<file path="src/rtl/billiard_pkg.sv">
`default_nettype none
// ---------------------------------------------------------------
// billiard_pkg - shared aim states and 32-step direction table
// Revision: 1.0
// ---------------------------------------------------------------
package billiard_pkg;

  typedef enum logic [1:0] {
    WAIT_STILL = 2'd0,
    AIM        = 2'd1,
    CHARGE     = 2'd2,
    FIRE       = 2'd3
  } aim_state_t;

  localparam int FIXED_POINT_SHIFT = 6;

  // Unit vectors scaled by 64; screen Y grows downward.
  localparam logic signed [7:0] DIR_X [32] = '{
     8'sd64,  8'sd63,  8'sd59,  8'sd53,  8'sd45,  8'sd36,  8'sd24,  8'sd12,
     8'sd0,  -8'sd12, -8'sd24, -8'sd36, -8'sd45, -8'sd53, -8'sd59, -8'sd63,
    -8'sd64, -8'sd63, -8'sd59, -8'sd53, -8'sd45, -8'sd36, -8'sd24, -8'sd12,
     8'sd0,   8'sd12,  8'sd24,  8'sd36,  8'sd45,  8'sd53,  8'sd59,  8'sd63
  };

  localparam logic signed [7:0] DIR_Y [32] = '{
     8'sd0,   8'sd12,  8'sd24,  8'sd36,  8'sd45,  8'sd53,  8'sd59,  8'sd63,
     8'sd64,  8'sd63,  8'sd59,  8'sd53,  8'sd45,  8'sd36,  8'sd24,  8'sd12,
     8'sd0,  -8'sd12, -8'sd24, -8'sd36, -8'sd45, -8'sd53, -8'sd59, -8'sd63,
    -8'sd64, -8'sd63, -8'sd59, -8'sd53, -8'sd45, -8'sd36, -8'sd24, -8'sd12
  };

endpackage
`default_nettype wire

</file>
<file path="src/rtl/aim_vector_calc.sv">
`default_nettype none
// ---------------------------------------------------------------
// aim_vector_calc - direction lookup, aim-line endpoint and shot speed
// Revision: 1.0
// ---------------------------------------------------------------
module aim_vector_calc
  import billiard_pkg::*;
#(
  parameter int LINE_LENGTH = 64,
  parameter int BALL_OFFSET = 16,
  parameter int SPEED_SHIFT = 4
) (
  input  logic        [4:0]  dir_idx,
  input  logic signed [10:0] pos_x,
  input  logic signed [10:0] pos_y,
  input  logic        [3:0]  power,
  output logic signed [10:0] end_x,
  output logic signed [10:0] end_y,
  output logic signed [10:0] speed_x,
  output logic signed [10:0] speed_y
);

  localparam logic signed [17:0] LINE_LEN_S = 18'(LINE_LENGTH);

  logic signed [17:0] dir_x_ext;
  logic signed [17:0] dir_y_ext;
  logic signed [17:0] power_ext;
  logic signed [17:0] line_x;
  logic signed [17:0] line_y;
  logic signed [17:0] shot_x;
  logic signed [17:0] shot_y;

  always_comb begin
    dir_x_ext = 18'(DIR_X[dir_idx]);
    dir_y_ext = 18'(DIR_Y[dir_idx]);
    power_ext = $signed({14'd0, power});

    line_x = (dir_x_ext * LINE_LEN_S) >>> FIXED_POINT_SHIFT;
    line_y = (dir_y_ext * LINE_LEN_S) >>> FIXED_POINT_SHIFT;
    end_x  = pos_x + 11'(BALL_OFFSET) + 11'(line_x);
    end_y  = pos_y + 11'(BALL_OFFSET) + 11'(line_y);

    // Arithmetic shift floors negative speeds toward minus infinity.
    shot_x  = (dir_x_ext * power_ext) >>> SPEED_SHIFT;
    shot_y  = (dir_y_ext * power_ext) >>> SPEED_SHIFT;
    speed_x = 11'(shot_x);
    speed_y = 11'(shot_y);
  end

endmodule
`default_nettype wire

</file>
<file path="src/rtl/cue_aim_controller.sv">
`default_nettype none
// ---------------------------------------------------------------
// cue_aim_controller - aim direction, power charge and shot command
// Revision: 1.0
// ---------------------------------------------------------------
module cue_aim_controller
  import billiard_pkg::*;
#(
  parameter int LINE_LENGTH   = 64,
  parameter int BALL_OFFSET   = 16,
  parameter int CHARGE_FRAMES = 4,
  parameter int MAX_POWER     = 15,
  parameter int SPEED_SHIFT   = 4
) (
  input  logic               clk,
  input  logic               resetN,
  input  logic               startOfFrame,
  input  logic               ballsMoving,
  input  logic signed [10:0] whiteBallPosX,
  input  logic signed [10:0] whiteBallPosY,
  input  logic               keyLeftIsPressed,
  input  logic               keyRightIsPressed,
  input  logic               keyEnterIsPressed,
  output logic signed [10:0] lineEndPosX,
  output logic signed [10:0] lineEndPosY,
  output logic               drawLineEnable,
  output logic        [3:0]  power,
  output logic               shotValid,
  output logic signed [10:0] shotSpeedX,
  output logic signed [10:0] shotSpeedY
);

  localparam int CNT_W = (CHARGE_FRAMES > 1) ? $clog2(CHARGE_FRAMES) : 1;

  aim_state_t         state, state_nxt;
  logic [4:0]         dir_idx, dir_nxt;
  logic [3:0]         power_nxt;
  logic [CNT_W-1:0]   frame_cnt, frame_cnt_nxt;
  logic               enter_prev;
  logic               enter_rise;
  logic               load_speed;
  logic signed [10:0] end_x, end_y, speed_x, speed_y;

  aim_vector_calc #(
    .LINE_LENGTH (LINE_LENGTH),
    .BALL_OFFSET (BALL_OFFSET),
    .SPEED_SHIFT (SPEED_SHIFT)
  ) u_calc (
    .dir_idx (dir_idx),
    .pos_x   (whiteBallPosX),
    .pos_y   (whiteBallPosY),
    .power   (power),
    .end_x   (end_x),
    .end_y   (end_y),
    .speed_x (speed_x),
    .speed_y (speed_y)
  );

  assign enter_rise = keyEnterIsPressed & ~enter_prev;

  always_comb begin
    state_nxt      = state;
    dir_nxt        = dir_idx;
    power_nxt      = power;
    frame_cnt_nxt  = frame_cnt;
    load_speed     = 1'b0;
    drawLineEnable = 1'b0;
    shotValid      = 1'b0;
    case (state)
      WAIT_STILL: begin
        if (startOfFrame && !ballsMoving) state_nxt = AIM;
      end
      AIM: begin
        drawLineEnable = 1'b1;
        if (startOfFrame) begin
          if (keyRightIsPressed && !keyLeftIsPressed)      dir_nxt = dir_idx + 5'd1;
          else if (keyLeftIsPressed && !keyRightIsPressed) dir_nxt = dir_idx - 5'd1;
        end
        if (ballsMoving) begin
          state_nxt = WAIT_STILL;
          power_nxt = '0;
        end else if (enter_rise) begin
          state_nxt     = CHARGE;
          power_nxt     = 4'd1;
          frame_cnt_nxt = '0;
        end
      end
      CHARGE: begin
        drawLineEnable = 1'b1;
        if (ballsMoving) begin
          state_nxt     = WAIT_STILL;
          power_nxt     = '0;
          frame_cnt_nxt = '0;
        end else if (!keyEnterIsPressed) begin
          // Speed is captured on the way into FIRE so it appears with shotValid.
          state_nxt  = FIRE;
          load_speed = 1'b1;
        end else if (startOfFrame) begin
          if (frame_cnt == CNT_W'(CHARGE_FRAMES - 1)) begin
            frame_cnt_nxt = '0;
            power_nxt     = (power >= 4'(MAX_POWER)) ? 4'(MAX_POWER) : power + 4'd1;
          end else begin
            frame_cnt_nxt = frame_cnt + 1'b1;
          end
        end
      end
      FIRE: begin
        shotValid = 1'b1;
        state_nxt = WAIT_STILL;
        power_nxt = '0;
      end
      default: state_nxt = WAIT_STILL;
    endcase
  end

  always_ff @(posedge clk or negedge resetN) begin
    if (!resetN) begin
      state       <= WAIT_STILL;
      dir_idx     <= '0;
      power       <= '0;
      frame_cnt   <= '0;
      enter_prev  <= 1'b0;
      lineEndPosX <= '0;
      lineEndPosY <= '0;
      shotSpeedX  <= '0;
      shotSpeedY  <= '0;
    end else begin
      state       <= state_nxt;
      dir_idx     <= dir_nxt;
      power       <= power_nxt;
      frame_cnt   <= frame_cnt_nxt;
      enter_prev  <= keyEnterIsPressed;
      lineEndPosX <= end_x;
      lineEndPosY <= end_y;
      if (load_speed) begin
        shotSpeedX <= speed_x;
        shotSpeedY <= speed_y;
      end
    end
  end

endmodule
`default_nettype wire

</file>
<file path="config.mk">
export PLATFORM = sky130hd
export DESIGN_NAME = cue_aim_controller
export DESIGN_NICKNAME = d
export VERILOG_FILES = /design/src/rtl/billiard_pkg.sv /design/src/rtl/aim_vector_calc.sv /design/src/rtl/cue_aim_controller.sv
export SDC_FILE = /design/constraint.sdc
export NUM_CORES = 1
export LEC_CHECK = 0
export CORE_UTILIZATION = 40
export CTS_CLUSTER_DIAMETER = 150
export DETAILED_ROUTE_END_ITERATION = 7
export GPL_ROUTABILITY_DRIVEN = 0
export MAX_ROUTING_LAYER = met4
export PLACE_DENSITY_LB_ADDON = 0.25
export RECOVER_POWER = 50
export SYNTH_ARGS = -nofsm -noshare
export SYNTH_HDL_FRONTEND = slang
export SYNTH_HIERARCHICAL = 1
export SYNTH_SLANG_ARGS = --single-unit
</file>
<file path="constraint.sdc">
create_clock -name clk -period 7 [get_ports clk]
set_clock_uncertainty 0.1 [all_clocks]
set_input_delay 1.75 -clock clk [delete_from_list [all_inputs] [get_ports clk]]
set_output_delay 1.75 -clock clk [all_outputs]
set_load 0.02 [all_outputs]
</file>
==> results of run 1 <==
-- cell usage after synthesis (3+ instances only) --
cell type    n  area (um^2)
mux2i_1      6         60.1
o211ai_1     5         37.5
nor2b_1     13         81.3
or3_1        3         18.8
buf_4        6         45.0
nand3_1     12         60.1
ha_1        99         1240
o21ai_0     21          105
mux4_2       3         67.6
nor2_1      16         60.1
mux2_2      24          270
nor3_1       9         45.0
and2_1      39          244
clkbuf_1     6         22.5
or2_2        5         31.3
buf_2        4         20.0
inv_1      102          383
xnor2_1     26          228
a21oi_1     39          195
a31o_2       3         26.3
mux2_1       4         45.0
nor4_1       3         18.8
a21o_1      13         97.6
nand2b_1     5         31.3
nand4_1      4         25.0
dfrtp_1     58         1450
nand2_1     36          135
xor2_1      19          166
and3_1       4         25.0
a211oi_1     5         37.5
fa_1        35          701
o21bai_1     6         45.0
a31oi_1      6         37.5
-- worst max path at each step --
stage / startpoint / depth (start not counted) / slack, ns / endpoint
6_report: dir_idx[0]$_DFFE_PN0P_ / 20 / 1.08 / shotSpeedX[7]$_DFFE_PN0P_
3_5_place_dp: dir_idx[0]$_DFFE_PN0P_ / 19 / 1.11 / shotSpeedX[7]$_DFFE_PN0P_
5_1_grt: dir_idx[0]$_DFFE_PN0P_ / 20 / 0.61 / shotSpeedX[7]$_DFFE_PN0P_
4_1_cts: dir_idx[0]$_DFFE_PN0P_ / 20 / 1.11 / shotSpeedX[7]$_DFFE_PN0P_
3_3_place_gp: dir_idx[0]$_DFFE_PN0P_ / 20 / 1.32 / shotSpeedX[7]$_DFFE_PN0P_
2_1_floorplan: dir_idx[0]$_DFFE_PN0P_ / 19 / 1.81 / shotSpeedY[10]$_DFFE_PN0P_
-- stage by stage --
| stage | setup slack [ns] | hold WS [ns] |
|---|---|---|
| floorplan | 1.81 | 0.361 |
| global placement | 1.32 | 0.378 |
| detailed placement | 1.11 | 0.378 |
| CTS | 1.11 | 0.390 |
| global route | 0.613 | 0.421 |
| finish | 1.08 | 0.386 |
-- metal layers --
metal | vias up | part of all wire
met5 | - | 0
met4 | 0 | 0.023
met3 | 23 | 0.038
met2 | 90 | 0.49
met1 | 2354 | 0.45
li1 | 2433 | -
-- power by group through the flow --
stage | Clock [mW] | Sequential, mW | Combinational [mW]
6_report | 0.481 | 0.629 | 2.37
5_1_grt | 0.517 | 0.658 | 2.65
4_1_cts | 0.499 | 0.634 | 2.41
3_5_place_dp | 0 | 0.639 | 2.39
3_3_place_gp | 0 | 0.631 | 2.33
2_1_floorplan | 0 | 0.729 | 1.64
-- cell type report --
class	instances	area (um^2)
clock buffer	11	243
clock inverter	5	77.6
fill	1424	7760
inverter	104	390
multi-input combinational	496	4450
sequential	58	1450
tap	211	264
timing repair buffer	80	787
-- flip-flops by register name (all words and copies together) (netlist names) --
signal       count
dir_idx          5
enter_prev       1
frame_cnt        2
lineEndPosX     11
lineEndPosY     11
power            4
shotSpeedX      11
shotSpeedY      11
state            2
-- kinds of logic after synthesis --
logic type | share of synthesized area
XOR/XNOR | 0.0616
adder cells (fa/ha/maj) | 0.303
AO/OA/AOI/OAI | 0.131
AND/OR/NAND/NOR | 0.133
buffers and inverters | 0.0747
flip-flops | 0.227
multiplexers | 0.0692
-- critical path: cells and delay by family (launching register included) --
| kind | cells | cell delay, ns |
|---|---|---|
| adders and majority gates | 5 | 1.92 |
| and+or+nand+nor | 3 | 0.64 |
| muxes | 2 | 0.35 |
| xor gates and xnor gates | 1 | 0.09 |
| buffers and inverters | 3 | 0.31 |
| DFF | 1 | 0.60 |
| AOI/OAI and AO/OA | 6 | 1.80 |
==> impl_results.md, run 1 <==
- Outcome: finished with violations
- Failing checks: max-capacitance violations, max-slew violations
- FFs w/ async S/R, synth: 1.00
- Die Area: 16500 um^2
- Post-DP HPWL: 10600 um
- Core area: 15400 um^2
- Via count: 4900
- CP Cell Sequence: inv_1 > ha_1 > nor2b_2 > nor2_1 > mux2i_1 > o21ai_0 > and2_1 > ha_1 > fa_1 > inv_1 > fa_1 > inv_1 > ha_1 > a21o_1 > a21o_1 > a21oi_1 > o311ai_0 > a31oi_1 > xnor2_1 > mux2_2
- Share of power burned in registers: 0.181
- Critical path's slowest cell: o21ai_0
- Max_cap viols: 1
- Largest net degree at the start of global routing: 59
- #FFs+latches synth: 58
- Max Slew Vio Count: 59
- Worst reg2reg path depth: 20
- Design Power: 3.48 mW
- CTS tree: done
- Clock power share: 0.138
- Clk slew on worst S/H paths: 0.05 ns
- Residual DRC: 0
- Worst R2R End: shotSpeedX[7]$_DFFE_PN0P_
- Worst setup EP type: flop
- Worst reg2reg startpoint: dir_idx[0]$_DFFE_PN0P_
- Met3 usage: 0.0486
- Slew headroom: -1.13
- Crit-path max cell delay: 0.63 ns
- Maximum vdd drop: 0.191 mV
- Hold path cells: 1
- Part of the power in combinational logic: 0.681
- Yosys Warn Count: 6
- WHS Endpoint: shotSpeedX[6]$_DFFE_PN0P_
- Top FF cell, synth: dfrtp_1
- Worst hold start: shotSpeedX[6]$_DFFE_PN0P_
- Post-synth cell types: 62
- Area growth from synthesis to layout: 19.7%
- Cells after synthesis: 674
- Internal reg-to-reg setup slack: 1.08 ns
- Total wire length: 13800 um
- Ant diodes: 0
- Remaining Overflow, GRT: 0
- Tmin final: 5.92 ns
- Crit path kind: flop to flop
- Number of global-route vias before repair: 5157
- DR iter-0 viols: 207
- GRT Resource Usage Total: 0.191
- GR Util met2: 0.322
- GR peak layer: met2
- Max Freq: 169 MHz
- I/O Buffers: 78
- Final Non-Filler Cells: 965
- CTS max path bufs: 2
- Post-synth EDFFs: 0
- Initial antenna violation count: 0
- Routed vias/inst: 5.08
- Starting Density: 0.415
- Crit path DAT: 6.05 ns
- Die height: 128 um
- Pre-Repair DR Iteration Count: 4
- Final setup fails: 0
- Slew @ Worst Pin: 3.19 ns
- Worst path required time: 7.13 ns
- Most frequent cells in the layout: inv_1, ha_1, dfrtp_1, clkdlybuf4s50_1
- Chip width: 128 um
- Resized cells post-CTS: 0
- Area of placed instances: 7370 um^2
- Post-CTS Setup Inserts: 0
- Syn Nets: 837
- # rows: 45
- Share of cells above drive strength 1: 0.0875
- Hold Buf Count CTS: 0
- Power Density: 454 nW/um^2
- WL/cell: 14.3 um
- Startpoint Class: flop
- CTS Root Cell: clkbuf_16
- Post-DRT Antenna Nets: 0
- Final hold viol count: 0
- Mapped Area: 6400 um^2
- Final Util: 0.497
- Worst skew pair latency: 0.34 ns
- Placed Cells incl. Taps: 949
- Post-route cell area: 7660 um^2
- Clock H-tree levels: 3
- Max FO, Critical Path: 12
- NetSw: 1.63 mW
- Unrepaired setup endpoints after global routing: false
- Net Sw Frac: 0.467
- Met1 usage: 0.219
- First-pass GRT wire length: 23800 um
- Syn Area/Cell: 9.50 um^2
- Commonest non-fill, non-tap cell in the layout: inv_1
- Hold WC Path Type: flop to flop
- Crit share post-route: 0.846
- Pint: 1.85 mW
- Final nets: 912
- CTS Sinks: 58
- Boundary Pins: 79
- Leak: 3.86 nW
- Post-synthesis sequential area ratio: 0.227
- CTS Buf Count: 9
- Setup TNS: 0 ns
Power figures use the tool's default switching activity.
==> run 2, diff against run 1 <==
==> constraint.sdc (replaced) <==
create_clock -name clk -period 6 [get_ports clk]
set_clock_uncertainty 0.1 [all_clocks]
set_input_delay 1.5 -clock clk [delete_from_list [all_inputs] [get_ports clk]]
set_output_delay 1.5 -clock clk [all_outputs]
set_load 0.02 [all_outputs]
==> run 2 against run 1 <==
Against the previous run:
- worst setup slack got worse by 0.71 ns
- die area did not move
- register-to-register slack got worse by 0.71 ns
- largest power group unchanged
- the flow still finishes with violations (max-capacitance violations, max-slew violations)
- combinational power rose by 19%
- clock power rose by 23%
==> impl_results.md, run 2 (synthesis gave the netlist of run 1 again) <==
- Core area: 15400 um^2 (unchanged)
- Clk slew on worst S/H paths: 0.05 ns (about the same)
- Final setup fails: 0 (unchanged)
- Worst path required time: 6.11 ns (-1.02 ns)
- Outcome: finished with violations
- Initial antenna violation count: 0 (unchanged)
- Crit share post-route: 0.938 (+0.0923)
- Number of global-route vias before repair: 5126 (-0.60%)
- Worst reg2reg startpoint: dir_idx[0]$_DFFE_PN0P_
- Power Density: 534 nW/um^2 (+18%)
- Placed Cells incl. Taps: 953 (+0.42%)
- Via count: 4886 (-0.29%)
- Commonest non-fill, non-tap cell in the layout: inv_1
- Worst setup EP type: flop
- CTS tree: done
- CP Launch Point: dir_idx[0]$_DFFE_PN0P_
- Worst skew pair latency: 0.34 ns (about the same)
- Remaining Overflow, GRT: 0 (unchanged)
- Slew headroom: -1.17 (-0.0396)
- Starting Density: 0.415 (unchanged)
- Routed vias/inst: 5.03 (-0.90%)
- Crit-path max cell delay: 0.60 ns (-0.03 ns)
- WL/cell: 13.9 um (-2.5%)
- Ant diodes: 0 (unchanged)
- Post-DP HPWL: 10400 um (-1.7%)
- Unrepaired setup endpoints after global routing: false
- Max FO, Critical Path: 12 (unchanged)
- Max_cap viols: 1 (unchanged)
- Post-DRT Antenna Nets: 0 (unchanged)
- # rows: 45 (unchanged)
- Final nets: 918 (+0.66%)
- Area growth from synthesis to layout: 20.9%
- Max Slew Vio Count: 59 (unchanged)
- Maximum vdd drop: 0.236 mV (+23%)
- Failing checks: max-capacitance violations, max-slew violations
- I/O Buffers: 78 (unchanged)
- Internal reg-to-reg setup slack: 0.37 ns (-0.71 ns)
- Slew @ Worst Pin: 3.25 ns (+0.0594 ns)
- Worst R2R End: shotSpeedY[10]$_DFFE_PN0P_
- Hold WC Path Type: flop to flop
- Hold Buf Count CTS: 0 (unchanged)
- Die height: 128 um (unchanged)
- CTS Root Cell: clkbuf_16
- First-pass GRT wire length: 23500 um (-1.1%)
- Final hold viol count: 0 (unchanged)
- CTS max path bufs: 2 (unchanged)
- Most frequent cells in the layout: inv_1, ha_1, dfrtp_1, clkdlybuf4s50_1
- Critical path's slowest cell: dfrtp_1
- CP Cell Sequence: inv_1 > ha_1 > mux4_2 > nand2_1 > o21ai_0 > and2_1 > ha_1 > fa_1 > inv_1 > fa_1 > inv_1 > ha_1 > nand2_1 > nor4_1 > a21oi_1 > o21ai_0 > xnor2_1 > mux2_1
- Residual DRC: 0 (unchanged)
- Tmin final: 5.63 ns (-0.292 ns)
- DR iter-0 viols: 212 (+2.4%)
- Boundary Pins: 79 (unchanged)
- Crit path DAT: 5.74 ns (-0.31 ns)
- Top Family by Delay on Critical Path: adder cells
- Max Freq: 178 MHz (+5.2%)
- Design Power: 4.13 mW (+19%)
- Worst reg2reg path depth: 18 (-10%)
- Crit path kind: flop to flop
- Share of cells above drive strength 1: 0.0961 (+0.00852)
- Buf+Inv Stages, Crit Path: 3 (unchanged)
- Largest net degree at the start of global routing: 59 (unchanged)
- Die Area: 16500 um^2 (unchanged)
- Chip width: 128 um (unchanged)
- GRT Resource Usage Total: 0.186 (-0.00518)
- Pre-Repair DR Iteration Count: 4 (unchanged)
- Startpoint Class: flop
- Leak: 3.90 nW (+1.1%)
- CTS Buf Count: 9 (unchanged)
- Final Non-Filler Cells: 971 (+0.62%)
- Worst setup path endpoint: shotSpeedY[10]$_DFFE_PN0P_
- CTS Sinks: 58 (unchanged)
- Total wire length: 13500 um (-1.9%)
- Setup TNS: 0 ns (unchanged)
- Clock H-tree levels: 3 (unchanged)
- Stages on worst setup path: 18 (-10%)
## run 2: what timing repair did
| item | 4_1_cts | 5_1_grt |
|---|---|---|
| endpoints found under the setup margin | 0 | 8 |
| buffers inserted | 0 | 2 |
| gates resized for setup | 0 | 1 |
## run 2: power breakdown
group	switching (mW)	internal, mW
combinational	1.56	1.25
clock	0.189	0.403
sequential	0.146	0.576
total	1.90	2.23
## run 2: per-layer routing
| metal | vias to the layer above | wire, um | GRT usage |
|---|---|---|---|
| met2 | 82 | 6670 | 0.312 |
| li1 | 2431 | - | - |
| met3 | 18 | 525 | 0.0374 |
| met4 | 0 | 286 | 0.0692 |
| met1 | 2355 | 6030 | 0.220 |
| met5 | - | 0 | - |
## run 2: worst reg2reg max path, delay by kind of cell (launching register included)
| family | cells | cell delay, ns |
|---|---|---|
| fa+ha+maj | 5 | 2.09 |
| simple gates | 4 | 0.83 |
| xor+xnor | 1 | 0.14 |
| mux | 2 | 0.79 |
| flops | 1 | 0.60 |
| buf+inv | 3 | 0.31 |
| compound gates | 3 | 0.64 |
## run 2: final cells by class
class	count	area (um^2)
inverter	104	390
timing repair buffer	86	832
multi-input combinational	496	4470
clock buffer	10	229
tap	211	264
clock inverter	6	105
sequential	58	1450
fill	1476	7690
## run 2: through the flow
step | worst slack, ns | area, um^2 | hold slack, ns | utilization
floorplan | 0.807 | 6400 | 0.361 | -
global placement | 0.550 | 7400 | 0.372 | 0.479
detailed placement | 0.341 | 7400 | 0.384 | 0.479
CTS | 0.329 | 7730 | 0.395 | 0.501
global route | 0.0147 | 7740 | 0.424 | 0.502
finish | 0.369 | 7740 | 0.388 | 0.502
## run 2: worst min-delay path by stage
stage / from / to / cells after the start
6_report: shotSpeedY[10]$_DFFE_PN0P_ / shotSpeedY[10]$_DFFE_PN0P_ / 1
5_1_grt: shotSpeedY[10]$_DFFE_PN0P_ / shotSpeedY[10]$_DFFE_PN0P_ / 1
4_1_cts: shotSpeedY[10]$_DFFE_PN0P_ / shotSpeedY[10]$_DFFE_PN0P_ / 1
3_5_place_dp: shotSpeedY[10]$_DFFE_PN0P_ / shotSpeedY[10]$_DFFE_PN0P_ / 1
3_3_place_gp: shotSpeedX[6]$_DFFE_PN0P_ / shotSpeedX[6]$_DFFE_PN0P_ / 1
2_1_floorplan: dir_idx[4]$_DFFE_PN0P_ / dir_idx[4]$_DFFE_PN0P_ / 1
==> run 3, diff against run 2 <==
--- a/config.mk
+++ b/config.mk
@@ -5,12 +5,11 @@
 export SDC_FILE = /design/constraint.sdc
 export NUM_CORES = 1
 export LEC_CHECK = 0
-export CORE_UTILIZATION = 40
+export CORE_UTILIZATION = 58
 export CTS_CLUSTER_DIAMETER = 150
 export DETAILED_ROUTE_END_ITERATION = 7
-export GPL_ROUTABILITY_DRIVEN = 0
 export MAX_ROUTING_LAYER = met4
-export PLACE_DENSITY_LB_ADDON = 0.25
+export PLACE_DENSITY = 0.79
 export RECOVER_POWER = 50
 export SYNTH_ARGS = -nofsm -noshare
 export SYNTH_HDL_FRONTEND = slang
==> run 3 against run 2 <==
Against the previous run:
- the flow still finishes with violations (max-capacitance violations, max-slew violations)
- cell count decreased by 7.9%
- sequential cell count unchanged
- global-route usage rose by 7.7 points
- total power down 7.1%
- combinational power hardly changed
- highest routed layer unchanged
- largest cell class unchanged
- sequential power up 2%
==> impl_results.md, run 3 (synthesis gave the netlist of run 1 again) <==
- I/O Buffers: 78 (unchanged)
- Hold Buf Count CTS: 0 (unchanged)
- Boundary Pins: 79 (unchanged)
- Max Slew Vio Count: 59 (unchanged)
- Remaining Overflow, GRT: 0 (unchanged)
- Commonest non-fill, non-tap cell in the layout: inv_1
- Worst reg2reg path depth: 18 (unchanged)
- CTS Root Cell: clkbuf_8
- CTS Sinks: 58 (unchanged)
- Die height: 107 um (-17%)
- Crit path DAT: 5.78 ns (+0.04 ns)
- Worst skew pair latency: 0.35 ns (about the same)
- Number of global-route vias before repair: 5106 (-0.39%)
- Chip width: 107 um (-17%)
- Area growth from synthesis to layout: 16.4%
- Hold WC Path Type: flop to flop
- DR iter-0 viols: 255 (+20%)
- Final Non-Filler Cells: 894 (-7.9%)
- Worst path required time: 6.13 ns (+0.02 ns)
- CP Launch Point: dir_idx[1]$_DFFE_PN0P_
- Internal reg-to-reg setup slack: 0.36 ns (about the same)
- Crit share post-route: 0.941 (+0.00228)
- Startpoint Class: flop
- Starting Density: 0.609 (+0.194)
- Total wire length: 13100 um (-3.1%)
- CTS tree: done
- Worst R2R End: shotSpeedY[10]$_DFFE_PN0P_
- Crit path kind: flop to flop
- Worst hold start: shotSpeedX[6]$_DFFE_PN0P_
- Leak: 3.81 nW (-2.4%)
- Slew @ Worst Pin: 3.16 ns (-0.0863 ns)
- Worst reg2reg startpoint: dir_idx[1]$_DFFE_PN0P_
- Tmin final: 5.64 ns (+0.0137 ns)
- Post-DP HPWL: 10100 um (-2.7%)
- Initial antenna violation count: 0 (unchanged)
- Final setup fails: 0 (unchanged)
- CTS max path bufs: 2 (unchanged)
- Outcome: finished with violations
- GP Congestion: 0.921
- Power Density: 515 nW/um^2 (-3.5%)
- Max FO, Critical Path: 12 (unchanged)
- Via count: 5002 (+2.4%)
- Unrepaired setup endpoints after global routing: false
- Share of cells above drive strength 1: 0.0923 (-0.00370)
- Failing checks: max-capacitance violations, max-slew violations
- Worst setup EP type: flop
- Largest net degree at the start of global routing: 59 (unchanged)
- Slew headroom: -1.11 (+0.0575)
- Final nets: 916 (-0.22%)
- Most frequent cells in the layout: inv_1, ha_1, clkdlybuf4s50_1, dfrtp_1, and2_1
- First-pass GRT wire length: 23100 um (-1.7%)
- Max_cap viols: 1 (unchanged)
- Residual DRC: 0 (unchanged)
- Pre-Repair DR Iteration Count: 5 (+1)
- Clk slew on worst S/H paths: 0.07 ns (+0.02 ns)
- Core area: 10500 um^2 (-32%)
- Clock H-tree levels: 3 (unchanged)
- Final hold viol count: 0 (unchanged)
- Ant diodes: 0 (unchanged)
- Post-DRT Antenna Nets: 0 (unchanged)
- WL/cell: 14.6 um (+5.2%)
- Setup TNS: 0 ns (unchanged)
- Maximum vdd drop: 0.328 mV (+39%)
- Routed vias/inst: 5.60 (+11%)
- Placed Cells incl. Taps: 876 (-8.1%)
- GRT Resource Usage Total: 0.263 (+0.0769)
- Die Area: 11500 um^2 (-31%)
- # rows: 37 (-18%)
- Hold path cells: 1 (unchanged)
- WHS Endpoint: shotSpeedX[6]$_DFFE_PN0P_
- CTS Buf Count: 9 (unchanged)
- Max Freq: 177 MHz (-0.24%)
==> run 3: power by group <==
part / switching [mW] / total, mW / leakage [nW] / internal (mW)
clock: 0.158 / 0.318 / 0.0872 / 0.159
combinational: 1.54 / 2.78 / 2.99 / 1.24
sequential: 0.163 / 0.739 / 0.733 / 0.576
total: 1.86 / 3.84 / 3.81 / 1.97
==> run 3: worst max path at each step <==
| stage | end | slack, ns | cells past startpoint |
|---|---|---|---|
| finish | shotSpeedY[10]$_DFFE_PN0P_ | 0.36 | 18 |
| detailed placement | shotSpeedX[7]$_DFFE_PN0P_ | 0.35 | 19 |
| global route | shotSpeedY[6]$_DFFE_PN0P_ | 0.03 | 18 |
| global placement | shotSpeedY[6]$_DFFE_PN0P_ | 0.58 | 19 |
| CTS | shotSpeedX[7]$_DFFE_PN0P_ | 0.31 | 19 |
| floorplan | shotSpeedY[10]$_DFFE_PN0P_ | 0.81 | 19 |
==> run 3: final cells by class <==
cell class | instances | area, um^2
repair buffers | 84 | 817
clock inverters | 3 | 15.0
clock buffers | 13 | 149
well taps | 136 | 170
multi-input cells | 496 | 4450
inverters | 104 | 390
fillers | 808 | 3060
flip-flops and latches | 58 | 1450
==> run 3: layer usage <==
| layer | vias up | share of wire | GRT usage | routed length, um |
|---|---|---|---|---|
| li1 | 2427 | - | - | - |
| met1 | 2419 | 0.42 | 0.308 | 5500 |
| met2 | 131 | 0.51 | 0.450 | 6720 |
| met3 | 25 | 0.042 | 0.0365 | 546 |
| met4 | 0 | 0.025 | 0.115 | 323 |
| met5 | - | 0 | - | 0 |
==> run 3: worst max-delay path: stages, from the launching register on <==
cell and delay (ns):
dfrtp_1 0.60, inv_1 0.22, ha_1 0.38, mux4_2 0.48, nand2_1 0.08, o21ai_0 0.22, and2_1 0.27, ha_1 0.31
fa_1 0.54, inv_1 0.06, fa_1 0.52, inv_1 0.04, ha_1 0.34, nand2_1 0.07, nor4_1 0.42, a21oi_1 0.17
o21ai_0 0.23, xnor2_1 0.15, mux2_1 0.32
==> run 3: stage by stage <==
stage | hold WS (ns) | setup WS [ns] | total power [mW] | cell area [um^2] | util
floorplan | 0.361 | 0.807 | 2.76 | 6400 | -
global placement | 0.372 | 0.579 | 3.42 | 7290 | 0.694
detailed placement | 0.381 | 0.348 | 3.52 | 7290 | 0.694
CTS | 0.397 | 0.314 | 3.87 | 7450 | 0.709
global route | 0.419 | 0.0318 | 4.21 | 7450 | 0.709
finish | 0.388 | 0.356 | 3.84 | 7450 | 0.709
==> run 3: what timing repair did <==
| action | in CTS | in global routing |
|---|---|---|
| endpoints found under the setup margin | 0 | 10 |
| setup buffers | 0 | 2 |
| resized for setup | 0 | 3 |
| endpoints found under the hold margin | 0 | 0 |
